[src/rtl/dmem_arb_pkg.sv]
// Shared types and constants for the data-memory arbiter.
//   state_t : arbiter FSM states
//   txn_t   : request fields latched at the grant edge
//   BEATS   : byte beats per 32-bit word
//   PORTS   : number of requesters
package dmem_arb_pkg;

  localparam int BEATS = 4;
  localparam int PORTS = 2;

  typedef enum logic [1:0] {
    IDLE = 2'd0,
    XFER = 2'd1,
    ACK  = 2'd2
  } state_t;

  typedef struct packed {
    logic                  id;
    logic                  we;
    logic [BEATS-1:0][7:0] wdata;
  } txn_t;

endpackage

[src/rtl/dmem_rr_picker.sv]
// Combinational two-way round-robin picker.
//   req      : per-port request
//   last_gnt : port served most recently
//   gnt_id   : winning port
//   gnt_vld  : any request present
module dmem_rr_picker
  import dmem_arb_pkg::*;
(
  input  logic [PORTS-1:0] req,
  input  logic             last_gnt,
  output logic             gnt_id,
  output logic             gnt_vld
);

  // On a tie the port that was not served last wins; otherwise the lone requester.
  assign gnt_vld = |req;
  assign gnt_id  = (&req) ? ~last_gnt : req[1];

endmodule

[src/rtl/dmem_arbiter.sv]
// Two-port arbiter serialising 32-bit word accesses onto a byte-wide,
// single-cycle data memory as four little-endian beats.
//   clk_i, rst_i            : clock, async active-low reset
//   req_i, we_i             : per-port request / write enable
//   addr0_i, addr1_i        : per-port byte address ([1:0] ignored)
//   wdata0_i, wdata1_i      : per-port store data
//   ack_o                   : one-cycle completion pulse per port
//   rdata_o                 : load result, held until the next load completes
//   busy_o                  : FSM not idle
//   mem_addr_o/_wdata_o/_we_o, mem_rdata_i : byte memory port
module dmem_arbiter
  import dmem_arb_pkg::*;
#(
  parameter int ADDR_W = 32
) (
  input  logic              clk_i,
  input  logic              rst_i,
  input  logic [PORTS-1:0]  req_i,
  input  logic [PORTS-1:0]  we_i,
  input  logic [ADDR_W-1:0] addr0_i,
  input  logic [ADDR_W-1:0] addr1_i,
  input  logic [31:0]       wdata0_i,
  input  logic [31:0]       wdata1_i,
  output logic [PORTS-1:0]  ack_o,
  output logic [31:0]       rdata_o,
  output logic              busy_o,
  output logic [ADDR_W-1:0] mem_addr_o,
  output logic [7:0]        mem_wdata_o,
  output logic              mem_we_o,
  input  logic [7:0]        mem_rdata_i
);

  state_t            state;
  txn_t              txn;
  logic [1:0]        beat;
  logic [1:0]        beat_nxt;
  logic [ADDR_W-1:0] base;
  logic [23:0]       rbuf;
  logic              last_gnt;

  logic              gnt_id;
  logic              gnt_vld;
  logic [ADDR_W-1:0] sel_addr;
  logic [31:0]       sel_wdata;
  logic [ADDR_W-1:0] sel_base;

  dmem_rr_picker u_pick (
    .req      (req_i),
    .last_gnt (last_gnt),
    .gnt_id   (gnt_id),
    .gnt_vld  (gnt_vld)
  );

  assign sel_addr  = gnt_id ? addr1_i  : addr0_i;
  assign sel_wdata = gnt_id ? wdata1_i : wdata0_i;
  assign sel_base  = sel_addr & ~ADDR_W'(3);
  assign beat_nxt  = beat + 2'd1;
  assign busy_o    = (state != IDLE);

  // Memory-side outputs are registered and advanced one edge ahead of each
  // beat, so nothing on the memory port depends combinationally on req_i.
  // Word-aligned base plus beat never carries past bit 1, so the beat
  // address is formed by replacing the low two bits.
  always_ff @(posedge clk_i or negedge rst_i) begin
    if (!rst_i) begin
      state       <= IDLE;
      txn         <= '0;
      beat        <= '0;
      base        <= '0;
      rbuf        <= '0;
      last_gnt    <= 1'b1;
      ack_o       <= '0;
      rdata_o     <= '0;
      mem_addr_o  <= '0;
      mem_wdata_o <= '0;
      mem_we_o    <= 1'b0;
    end else begin
      ack_o <= '0;
      case (state)
        IDLE: begin
          if (gnt_vld) begin
            txn.id      <= gnt_id;
            txn.we      <= we_i[gnt_id];
            txn.wdata   <= sel_wdata;
            base        <= sel_base;
            beat        <= '0;
            mem_addr_o  <= sel_base;
            mem_wdata_o <= sel_wdata[7:0];
            mem_we_o    <= we_i[gnt_id];
            state       <= XFER;
          end
        end
        XFER: begin
          // Load bytes shift in from the top; after three beats rbuf holds
          // bytes 2..0 and the fourth comes straight from the memory.
          if (!txn.we) rbuf <= {mem_rdata_i, rbuf[23:8]};
          if (beat == 2'(BEATS-1)) begin
            mem_we_o      <= 1'b0;
            ack_o[txn.id] <= 1'b1;
            if (!txn.we) rdata_o <= {mem_rdata_i, rbuf};
            state         <= ACK;
          end else begin
            beat        <= beat_nxt;
            mem_addr_o  <= {base[ADDR_W-1:2], beat_nxt};
            mem_wdata_o <= txn.wdata[beat_nxt];
          end
        end
        ACK: begin
          last_gnt <= txn.id;
          state    <= IDLE;
        end
        default: state <= IDLE;
      endcase
    end
  end

endmodule

[config.mk]
export PLATFORM = sky130hd
export DESIGN_NAME = dmem_arbiter
export DESIGN_NICKNAME = d
export VERILOG_FILES = /design/src/rtl/dmem_arb_pkg.sv /design/src/rtl/dmem_rr_picker.sv /design/src/rtl/dmem_arbiter.sv
export SDC_FILE = /design/constraint.sdc
export NUM_CORES = 1
export LEC_CHECK = 0
export BUFFER_PORTS_ARGS = -buffer_cell sky130_fd_sc_hd__buf_2
export CELL_PAD_IN_SITES_DETAIL_PLACEMENT = 1
export CELL_PAD_IN_SITES_GLOBAL_PLACEMENT = 1
export CORE_ASPECT_RATIO = 0.9
export CORE_MARGIN = 2
export CORE_UTILIZATION = 37
export CTS_CLUSTER_DIAMETER = 60
export DETAILED_ROUTE_END_ITERATION = 7
export PLACE_DENSITY_LB_ADDON = 0.2
export SYNTH_ARGS = -nofsm -noshare
export SYNTH_HDL_FRONTEND = slang
export SYNTH_HIERARCHICAL = 1
export SYNTH_SLANG_ARGS = --single-unit
export TNS_END_PERCENT = 5
[constraint.sdc]
create_clock -name clk_i -period 2.5 [get_ports clk_i]
set_input_delay 0.375 -clock clk_i [delete_from_list [all_inputs] [get_ports clk_i]]
set_output_delay 0.375 -clock clk_i [all_outputs]
set_load 0.01 [all_outputs]
Word level (Yosys, flattened, before mapping)
Cells that the tools add are included.
{"block": "classes", "magnitude_cmp": 4, "addsub": 1, "bitwise_logic": 2, "n_reduce_logical": 12, "muxes": 26, "n_eq_ne": 6}
{"op": "2-to-1 mux 32 bit", "count": 4}
{"op": "one-hot mux 32 bit (2 select lines)", "count": 1}
{"op": "2-to-1 mux 8 bit", "count": 3}
{"op": "binary-select mux 8 bit (select 2 bit)", "count": 1}
{"op": "one-hot mux 8 bit (2 select lines)", "count": 1}
{"op": "2-to-1 mux 2 bit", "count": 6}
{"op": "AND reduction 3 bit", "count": 3}
{"op": "one-hot mux 2 bit (2 select lines)", "count": 2}
{"op": "AND reduction 2 bit", "count": 4}
{"op": "2-to-1 mux 1 bit", "count": 6}
{"op": "!= test 2 bit, second input constant", "count": 3}
{"op": "equality test 2 bit, second input constant", "count": 2}
{"op": "< comparator 1 x 2 -> 1 bit, second input constant", "count": 2}
{"op": "nonzero test 2 bit", "count": 2}
{"op": "< comparator 2 x 3 -> 1 bit, second input constant", "count": 1}
{"op": "adder 2 x 1 -> 2 bit, second input constant", "count": 1}
{"op": "equality test 2 x 1 -> 1 bit, second input constant", "count": 1}
{"op": "zero test 2 bit", "count": 1}
{"op": "NOT 1 bit", "count": 2}
{"op": "one-hot mux 1 bit (2 select lines)", "count": 1}
{"op": "OR reduction 2 bit", "count": 1}
{"op": "demux 1 bit (select 1 bit)", "count": 1}
{"op": ">= comparator 1 bit, second input constant", "count": 1}
{"op": "logical AND 1 bit", "count": 1}
{"block": "totals", "word_cells": 67, "register_bits": 168, "out_inout_bits": 76, "inputBits": 142}

Depth between registers and ports, before layout
{"block": "depth", "ltp_word": 6, "ltp_mapped": 7, "mapped_depth_nobuf": 5}

Cells and area by module
Netlist, hierarchy kept.
{"mod": "dmem_arbiter", "n_inst": 1, "seq_area_each_um2": 4155.2, "cells_per_inst": 602, "area_each_um2": 7450.9}
{"mod": "dmem_rr_picker", "n_inst": 1, "seq_area_each_um2": 0.0, "cells_per_inst": 2, "area_each_um2": 13.8}

Worst setup path before layout
Ideal clock, no wire load.
{"block": "synth_timing", "kind": "register to register", "startpoint": "reg, netlist name mem_addr_o[0]", "endpoint": "reg mem_wdata_o[0]", "path_slack_ns": 0.608, "t_arrival_ns": 1.768, "synth_period_minus_slack_ns": 1.892, "stages_incl_launch_ff": 6, "setup_time_ns": 0.124, "n_path_buf": 1, "required_time_ns": 2.376, "path_cell_list": "dfrtp_1 -> ha_1 -> clkbuf_1 -> mux4_2 -> and3_1 -> a211o_1"}
{"element": "to (signal assigned)", "line_no": "dmem_arbiter.sv:88", "text": "mem_wdata_o <= sel_wdata[7:0];"}
{"element": "to (signal assigned)", "line_no": "dmem_arbiter.sv:105", "text": "mem_wdata_o <= txn.wdata[beat_nxt];"}
{"element": "to (decl)", "line_no": "dmem_arbiter.sv:28", "text": "output logic [7:0] mem_wdata_o,"}

==> flow_summary.toml <==
[outcome]
status = "complete, no violations"

[sta]
hold_violations = 0
worst_pin_slew_ps = 893
rsz0062_at_grt = "no"
setup-violations-final = 0
clock_skew_ps = 8.01
drv_slew = 0
max_slew_margin = 0.402
period_share = 0.821
max_freq_mhz = 487
final.setup.tns_ps = 0
period_needed_ps = 2050
hold_slack_ps = 191

[die]
std_cell_rows = 49
die_area_um2 = 21300
die_h_um = 139
start_util = 0.376
ios = 218
core_um2 = 19900
die_w_um = 154

[route]
via_count = 5364
wl_per_cell_um = 17.3
via_per_inst = 4.95
routed_wl_mm = 18.7
drc = 0
ant_nets = 0
drtIter0Drc = 108
first_pass_iters = 4

[placement]
place_inst = 1051
globalplace.congestion = 0.723
placed_cell_area_um2 = 8850
hpwl_mm = 13.3
io_buffer_count = 213

[power_and_ir_drop]
power_density_nw_per_um2 = 1370
p_leak_uw = 0.00475
peakVddDrop_mv = 0.578

[logic_synthesis]
ys_seq_elements = 166
ys_seq_area_frac = 0.557
synth-edff-count = 0
syn-instance-count = 604
syn_nets = 748
synth_area_leaders = "dfrtp_1, mux2_2, mux2i_1, o21ai_0, nand2_1"
synth_warnings = 6
synth_cell_types = 31
ys_top_cells_by_count = "dfrtp_1, mux2_2, nand2_1, mux2i_1, o21ai_0"
syn-cell-area_um2 = 7460
synthDominantCellAreaShare = 0.553
ys.flop_type = "dfrtp_1"
yosys.cell_count.top_type = "dfrtp_1"
synth.avg_cell_area_um2 = 12.4
async_flop_share = 1.00
synth_largest_area_cell = "dfrtp_1"

[final_layout]
final_cells = 1084
diodes = 0
drive_above_1_share = 0.443
nNetsFinal = 960
fin_area_um2 = 9480
syn_to_final_growth_pct = 27.0

[clocking]
h-tree-depth = 4
path_clk_slew_ps = 70
ctsResizeCount = 0
cts_tree = "built"
clockBufferDepth = 2
cts_sinks = 166
cts_buffers = 17
post_cts_buffers = 0
clk_latency_ps = 430
cts_root_buf = "clkbuf_16"
cts.hold.buffers_added = 1

[job]
timing.max_cap.violations = 0

[worst_setup_path]
crit_type = "reg -> reg"
cp-start-kind = "flop"
crit_path_end_kind = "flop"
reg2reg_depth = 6
arrival_ps = 2400
critPathRequiredTime_ps = 2840
cp_max_fo = 26

[global_routing]
grt_usage = 0.182
grt_max_degree = 65
grt_remaining_overflow = 0
first_global_vias = 5897
grt_pass1_wl_mm = 30.8
antenna_found_initial = 0

[hold_path]
min_path_type = "in -> reg"
hold_depth = 2
[worst max-delay path, cell delays in order (launching register included)]
cell	delay, ps
dfrtp_1	410
ha_1	250
nand2b_1	150
a21o_1	180
inv_2	450
buf_4	290
mux2i_1	230
[report_power, final]
group	leakage, µW	internal, µW	switching, µW
Sequential	0.00202	4070	754
Combinational	0.00243	2690	2690
Clock	0.000310	1640	1120
Total	0.00475	8400	4560
[per-layer routing]
layer	GRT usage	part of all wire	vias to the layer above
met5	0	0	-
met4	0.0483	0.013	0
met3	0.0447	0.046	15
met2	0.306	0.49	134
met1	0.236	0.45	2685
li1	-	-	2530
[final cells by class]
class	count	area, µm²
multi-input cells	386	3060
inverters	11	41.3
fillers	2163	10400
clock buffers	19	453
repair buffers	234	1280
well taps	255	319
flip-flops and latches	166	4160
clock inverters	13	169
[stage by stage]
step	util	total power (µW)	setup slack [ps]
3_3_place_gp	0.445	10000	501
6_report	0.477	13000	448
4_1_cts	0.477	13200	401
5_1_grt	0.477	13900	257
3_5_place_dp	0.445	10400	409
2_1_floorplan	-	8460	608
[flip-flops by register name (all words and copies together), names as in the netlist]
| register | count |
|---|---|
| mem_wdata_o | 8 |
| txn | 34 |
| rdata_o | 32 |
| base | 30 |
| rbuf | 24 |
| state | 2 |
| ack_o | 2 |
| mem_addr_o | 32 |
| mem_we_o | 1 |
| last_gnt | 1 |
[cells by family after synthesis]
group,after synthesis,synth area share
multiplexers,168,0.253
flip-flops,166,0.557
AND/OR/NAND/NOR,129,0.0838
AO/OA/AOI/OAI,87,0.0670
buffers and inverters,52,0.0357
adder cells (fa/ha/maj),2,0.00335
[placed cells by master (no fill, tap or decap), types with 2 or more instances in the layout]
cell type and n:
inv_1 10, buf_2 212, mux2i_1 72, nor2_1 12
clkinv_2 3, buf_4 16, bufinv_16 3, mux2_2 84
clkinv_4 4, clkbuf_16 17, nor2_2 2, mux4_2 8
clkbuf_8 2, a21o_1 10, buf_12 4, dfrtp_1 165
mux2_1 4, nand3b_1 22, and3_1 9, ha_1 2
o21ai_0 66, a211o_1 8, nand2_1 75, nand2b_1 4
inv_6 2
[final timing paths]
path	from	to	slack, ps
worst max-delay path	mem_addr_o[0]	mem_addr_o[5]	450
worst min-delay path	mem_rdata_i[2]	rdata_o[26]	190
worst max register to register	mem_addr_o[0]	mem_addr_o[5]	450
worst min register to register	txn[26]	txn[26]	480
max in group asynchronous	rst_i	txn[7]	1290
min in group asynchronous	rst_i	rbuf[11]	500
(Power assumes the default switching activity.)
